==> src/rtl/load_store_unit.sv <==
// RV32I load/store sequencer in front of a word-indexed data_memory array.
// Handles sub-word extraction, read-modify-write for sb/sh, and fault detection.
module load_store_unit #(
    parameter int unsigned DEPTH_WORDS = 32
) (
    input  logic        clk,
    input  logic        reset,
    input  logic        req_valid,
    output logic        req_ready,
    input  logic        req_we,
    input  logic [2:0]  req_funct3,
    input  logic [31:0] req_addr,
    input  logic [31:0] req_wdata,
    output logic        resp_valid,
    input  logic        resp_ready,
    output logic [31:0] resp_rdata,
    output logic        resp_fault,
    output logic        mem_we,
    output logic [31:0] mem_addr,
    output logic [31:0] mem_wdata,
    input  logic [31:0] mem_rdata
);

    typedef enum logic [1:0] {StIdle, StAccess, StWrite, StResp} state_t;

    state_t      state_q;
    logic        we_q;
    logic [2:0]  funct3_q;
    logic [1:0]  addr_lo_q;
    logic [15:0] wdata_q;

    logic        req_illegal;
    logic        req_misaligned;
    logic        req_out_of_range;
    logic        req_fault;
    logic [7:0]  rd_byte;
    logic [15:0] rd_half;
    logic [31:0] load_ext;
    logic [31:0] merged;

    assign req_ready = (state_q == StIdle);

    // Fault decode on the raw request, evaluated at acceptance.
    always_comb begin
        req_illegal    = 1'b0;
        req_misaligned = 1'b0;
        if (req_we) begin
            req_illegal = (req_funct3 != 3'b000) && (req_funct3 != 3'b001) &&
                          (req_funct3 != 3'b010);
        end else begin
            req_illegal = (req_funct3 == 3'b011) || (req_funct3 == 3'b110) ||
                          (req_funct3 == 3'b111);
        end
        case (req_funct3[1:0])
            2'b01:   req_misaligned = req_addr[0];
            2'b10:   req_misaligned = |req_addr[1:0];
            default: req_misaligned = 1'b0;
        endcase
        req_out_of_range = ({2'b00, req_addr[31:2]} >= DEPTH_WORDS);
        req_fault        = req_illegal || req_misaligned || req_out_of_range;
    end

    // Little-endian lane selection and extension for loads.
    always_comb begin
        case (addr_lo_q)
            2'd0:    rd_byte = mem_rdata[7:0];
            2'd1:    rd_byte = mem_rdata[15:8];
            2'd2:    rd_byte = mem_rdata[23:16];
            default: rd_byte = mem_rdata[31:24];
        endcase
        rd_half = addr_lo_q[1] ? mem_rdata[31:16] : mem_rdata[15:0];
        case (funct3_q[1:0])
            2'b00:   load_ext = {{24{~funct3_q[2] & rd_byte[7]}}, rd_byte};
            2'b01:   load_ext = {{16{~funct3_q[2] & rd_half[15]}}, rd_half};
            default: load_ext = mem_rdata;
        endcase
    end

    // Merge store data into the current word for sb/sh.
    always_comb begin
        merged = mem_rdata;
        if (funct3_q[1:0] == 2'b00) begin
            case (addr_lo_q)
                2'd0:    merged[7:0]   = wdata_q[7:0];
                2'd1:    merged[15:8]  = wdata_q[7:0];
                2'd2:    merged[23:16] = wdata_q[7:0];
                default: merged[31:24] = wdata_q[7:0];
            endcase
        end else if (addr_lo_q[1]) begin
            merged[31:16] = wdata_q;
        end else begin
            merged[15:0] = wdata_q;
        end
    end

    always_ff @(posedge clk or posedge reset) begin
        if (reset) begin
            state_q    <= StIdle;
            we_q       <= 1'b0;
            funct3_q   <= 3'b000;
            addr_lo_q  <= 2'b00;
            wdata_q    <= 16'h0000;
            resp_valid <= 1'b0;
            resp_rdata <= 32'h0;
            resp_fault <= 1'b0;
            mem_we     <= 1'b0;
            mem_addr   <= 32'h0;
            mem_wdata  <= 32'h0;
        end else begin
            case (state_q)
                StIdle: begin
                    if (req_valid) begin
                        we_q      <= req_we;
                        funct3_q  <= req_funct3;
                        addr_lo_q <= req_addr[1:0];
                        wdata_q   <= req_wdata[15:0];
                        if (req_fault) begin
                            state_q    <= StResp;
                            resp_valid <= 1'b1;
                            resp_fault <= 1'b1;
                            resp_rdata <= 32'h0;
                        end else begin
                            state_q  <= StAccess;
                            mem_addr <= {2'b00, req_addr[31:2]};
                            // sw commits straight out of ACCESS, so drive it now.
                            if (req_we && (req_funct3 == 3'b010)) begin
                                mem_we    <= 1'b1;
                                mem_wdata <= req_wdata;
                            end
                        end
                    end
                end
                StAccess: begin
                    if (we_q && (funct3_q != 3'b010)) begin
                        state_q   <= StWrite;
                        mem_we    <= 1'b1;
                        mem_wdata <= merged;
                    end else begin
                        state_q    <= StResp;
                        mem_we     <= 1'b0;
                        mem_addr   <= 32'h0;
                        mem_wdata  <= 32'h0;
                        resp_valid <= 1'b1;
                        resp_fault <= 1'b0;
                        resp_rdata <= we_q ? 32'h0 : load_ext;
                    end
                end
                StWrite: begin
                    state_q    <= StResp;
                    mem_we     <= 1'b0;
                    mem_addr   <= 32'h0;
                    mem_wdata  <= 32'h0;
                    resp_valid <= 1'b1;
                    resp_fault <= 1'b0;
                    resp_rdata <= 32'h0;
                end
                StResp: begin
                    if (resp_ready) begin
                        state_q    <= StIdle;
                        resp_valid <= 1'b0;
                        resp_fault <= 1'b0;
                        resp_rdata <= 32'h0;
                    end
                end
                default: state_q <= StIdle;
            endcase
        end
    end

endmodule
==> config.mk <==
export PLATFORM = sky130hd
export DESIGN_NAME = load_store_unit
export DESIGN_NICKNAME = d
export VERILOG_FILES = /design/src/rtl/load_store_unit.sv
export SDC_FILE = /design/constraint.sdc
export NUM_CORES = 1
export LEC_CHECK = 0
export CORE_UTILIZATION = 30
export DETAILED_ROUTE_END_ITERATION = 10
export PLACE_DENSITY = 0.53
export RECOVER_POWER = 100
export SLEW_MARGIN = 10
export SYNTH_ARGS = -nofsm -noshare
export SYNTH_HDL_FRONTEND = slang
export SYNTH_SLANG_ARGS = --single-unit
==> constraint.sdc <==
create_clock -name clk -period 6.3 [get_ports clk]
set_clock_uncertainty 0.2 [all_clocks]
set_input_delay 1.89 -clock clk [delete_from_list [all_inputs] [get_ports clk]]
set_output_delay 1.89 -clock clk [all_outputs]
set_load 0.02 [all_outputs]
==> results.toml <==
[yosys]
syn_area_um2 = 6740
syn_area_per_cell_um2 = 9.41
synth_ff_type = "dfrtp_1"
yosysSeqAreaShare = 0.450
synth.yosys.warnings = 0
synth_edf_count = 0
synthArstFlopShare = 1.00
synthCells = 716
ys_types = 49
ys_seq_elements = 121

[drt]
drtIter0Drc = 480
routed_wl_um = 23200
antenna_left = 0
wl_per_cell_um = 19.7
first_pass_iters = 5
vias_per_cell = 5.16
drc = 0
vias = 6076

[setup_path]
critPathLaunchType = "primary input"
r2r_setup_slack_ps = 1940
endpoint_kind = "flop"
crit_path_end = "mem_wdata[4]"
cp_cell_sequence = "dlygate4sd3_1, inv_1, ha_1, or4b_1, nand3_1, nor4_1, a21oi_4, clkbuf_1, mux2_2"
startpoint = "req_funct3[0]"
critPathKind = "primary input to flop"
rr_startpoint = "state_q[0]"
crit_fanout = 33
r2r_end = "mem_wdata[4]"
crit_required_ps = 6400
max_stage_delay_ps = 1370
crit_arrival_ps = 5560
worst_path_max_delay_cell = "clkbuf_1"
reg2reg_depth = 6

[run_status]
status = "finished, violations left"
failed_checks = "capacitance limit, slew limit"

[timing]
fmax_mhz = 183
maxSlewHeadroom = -1.09
slew_viol_final = 241
hold_ws_ps = 274
fin_crit_sh = 0.866
finalHoldViolCount = 0
finalSetupTns_ps = 0
tightest_slew_ps = 3130
setup_viol = 0
rsz0062_at_grt = "false"
min_period_ps = 5460

[finish]
fill_cells = 2180
area_delta_synth_final_pct = 40.4
utilization = 0.432
nets = 998
layout-drive-gt1-share = 0.0992

[pwr]
p_sw_frac = 0.434
p_comb_frac = 0.543
p_sw_mw = 2.22
p_per_area_nw_per_um2 = 540
p_clk_frac = 0.188
power_frac_seq = 0.269
intPower_mw = 2.89
irDropWorstVdd_uv = 268
leakage_nw = 4.32

[floorplan]
ios = 204
core_area_um2 = 21900
die_h_um = 152
dieArea_um2 = 23100
dieWidth_um = 152
rows = 54
start_util = 0.308

[worst_hold_path]
min_path_type = "flop to flop"
hold_path_depth = 2

[clock_tree]
clock_path_buffers = 2
cts-root-buf = "clkbuf_16"
post_cts_buffers = 0
cts.sinks = 121
cts_buffers = 17
cts_tree = "built"
hold_buffers = 0
clk_latency_ps = 420
clk_pin_slew_ps = 60
h-tree-depth = 4
cts_resized = 0

[grt]
antenna_found_initial = 0
grt_pass1_vias = 5940
grt_overflow = 0
grt.total_usage = 0.201
grt_pass1_wl_um = 35700
grt_start_max_net_pins = 122

[place]
dp_hpwl_um = 16600
io_buffers = 201
gp_congestion = 0.818

[run]
cap_violations = 4
-- how the worst min path moves through the flow --
stage | from | end | slack (ps)
2_1_floorplan | wdata_q[10] | wdata_q[10] | 240
3_3_place_gp | wdata_q[10] | wdata_q[10] | 260
3_5_place_dp | wdata_q[13] | wdata_q[13] | 260
4_1_cts | wdata_q[8] | wdata_q[8] | 280
5_1_grt | wdata_q[8] | wdata_q[8] | 290
6_report | wdata_q[14] | wdata_q[14] | 270
-- kinds of logic (layout without fill, tap and decap cells) --
kind of cell,after synthesis,in the layout,share of synthesized area
simple gates,231,231,0.180
mux,72,72,0.118
fa+ha+maj,9,9,0.0167
compound gates,168,168,0.166
other cells,1,3,0.000557
buf+inv,114,294,0.0687
flops,121,121,0.450
-- synth_stat cells, types with 16 or more instances --
cell type	instances	area, µm²
mux2_2	42	473
inv_1	53	199
nand3_1	98	490
a22o_1	18	158
a21oi_1	16	80.1
mux2i_1	26	260
o22ai_1	31	194
nand2_1	57	214
nand2b_1	23	144
clkbuf_1	38	143
o21ai_0	56	280
dfrtp_1	121	3030
-- per-layer routing --
layer,track usage,up-vias,part of all wire
li1,-,2919,-
met1,0.276,2950,0.47
met2,0.311,176,0.46
met3,0.0428,31,0.051
met4,0.0705,0,0.019
met5,0,-,0
-- state kept, by name, indices dropped and copies added, names as in the netlist, 2 cells and up --
name        cells
mem_wdata      32
addr_lo_q       2
state_q         2
mem_addr       30
wdata_q        16
resp_rdata     32
funct3_q        3
-- stage by stage --
step	instances	power, mW	instance area (µm²)	worst slack (ps)
2_1_floorplan	717	3.22	6740	996
3_3_place_gp	1146	4.26	8930	1090
3_5_place_dp	1146	4.28	8930	1000
4_1_cts	1177	5.26	9510	1440
5_1_grt	1177	5.44	9460	677
6_report	1178	5.10	9460	844
-- final cells by class --
type	instances	area, µm²	share of cell area
Multi-Input combinational cell	482	3230	0.342
Sequential cell	121	3030	0.320
Timing Repair Buffer	210	2070	0.218
Clock buffer	25	515	0.0545
Tap cell	280	350	0.0370
Inverter	53	200	0.0212
Clock inverter	6	62.6	0.00661
Antenna cell	1	2.50	0.000265
-- cell usage in the layout, fill, tap and decap left out, types with 3 or more instances in the layout --
| cell type | synthesis | final |
|---|---|---|
| buf_4 | 2 | 5 |
| clkbuf_8 | 0 | 6 |
| nand2_1 | 57 | 57 |
| a22o_1 | 18 | 18 |
| nor4b_1 | 9 | 9 |
| nor2b_1 | 3 | 3 |
| a21oi_1 | 16 | 15 |
| clkdlybuf4s50_1 | 0 | 102 |
| dlygate4sd3_1 | 0 | 99 |
| a221oi_1 | 8 | 8 |
| o21ba_2 | 8 | 8 |
| nor2_1 | 8 | 8 |
| clkbuf_1 | 38 | 5 |
| dfrtp_1 | 121 | 121 |
| mux2_1 | 0 | 4 |
| o2bb2ai_1 | 15 | 15 |
| nor3_1 | 3 | 3 |
| mux2i_1 | 26 | 26 |
| or4_1 | 6 | 6 |
| ha_1 | 9 | 9 |
| inv_1 | 53 | 52 |
| nand2b_1 | 23 | 23 |
| o22ai_1 | 31 | 31 |
| nand3_1 | 98 | 98 |
| clkbuf_16 | 0 | 17 |
| o21ai_0 | 56 | 56 |
| nor4_1 | 11 | 12 |
| clkinvlp_4 | 0 | 3 |
| a22oi_1 | 6 | 6 |
| mux2_2 | 42 | 42 |
-- critical path: cells and delay by family --
| family | cells | cell delay [ps] |
|---|---|---|
| buffers and inverters | 3 | 2050 |
| muxes | 1 | 440 |
| and+or+nand+nor | 3 | 770 |
| AOI/OAI and AO/OA | 1 | 130 |
| adders and majority gates | 1 | 240 |
-- power groups by stage --
stage          clock (mW)  combinational, mW  sequential [mW]
3_3_place_gp            0               2.87             1.40
4_1_cts             0.979               2.89             1.39
3_5_place_dp            0               2.88             1.39
6_report            0.959               2.77             1.38
5_1_grt              1.01               3.00             1.43
2_1_floorplan           0               1.60             1.62
(Power assumes the default switching activity.)
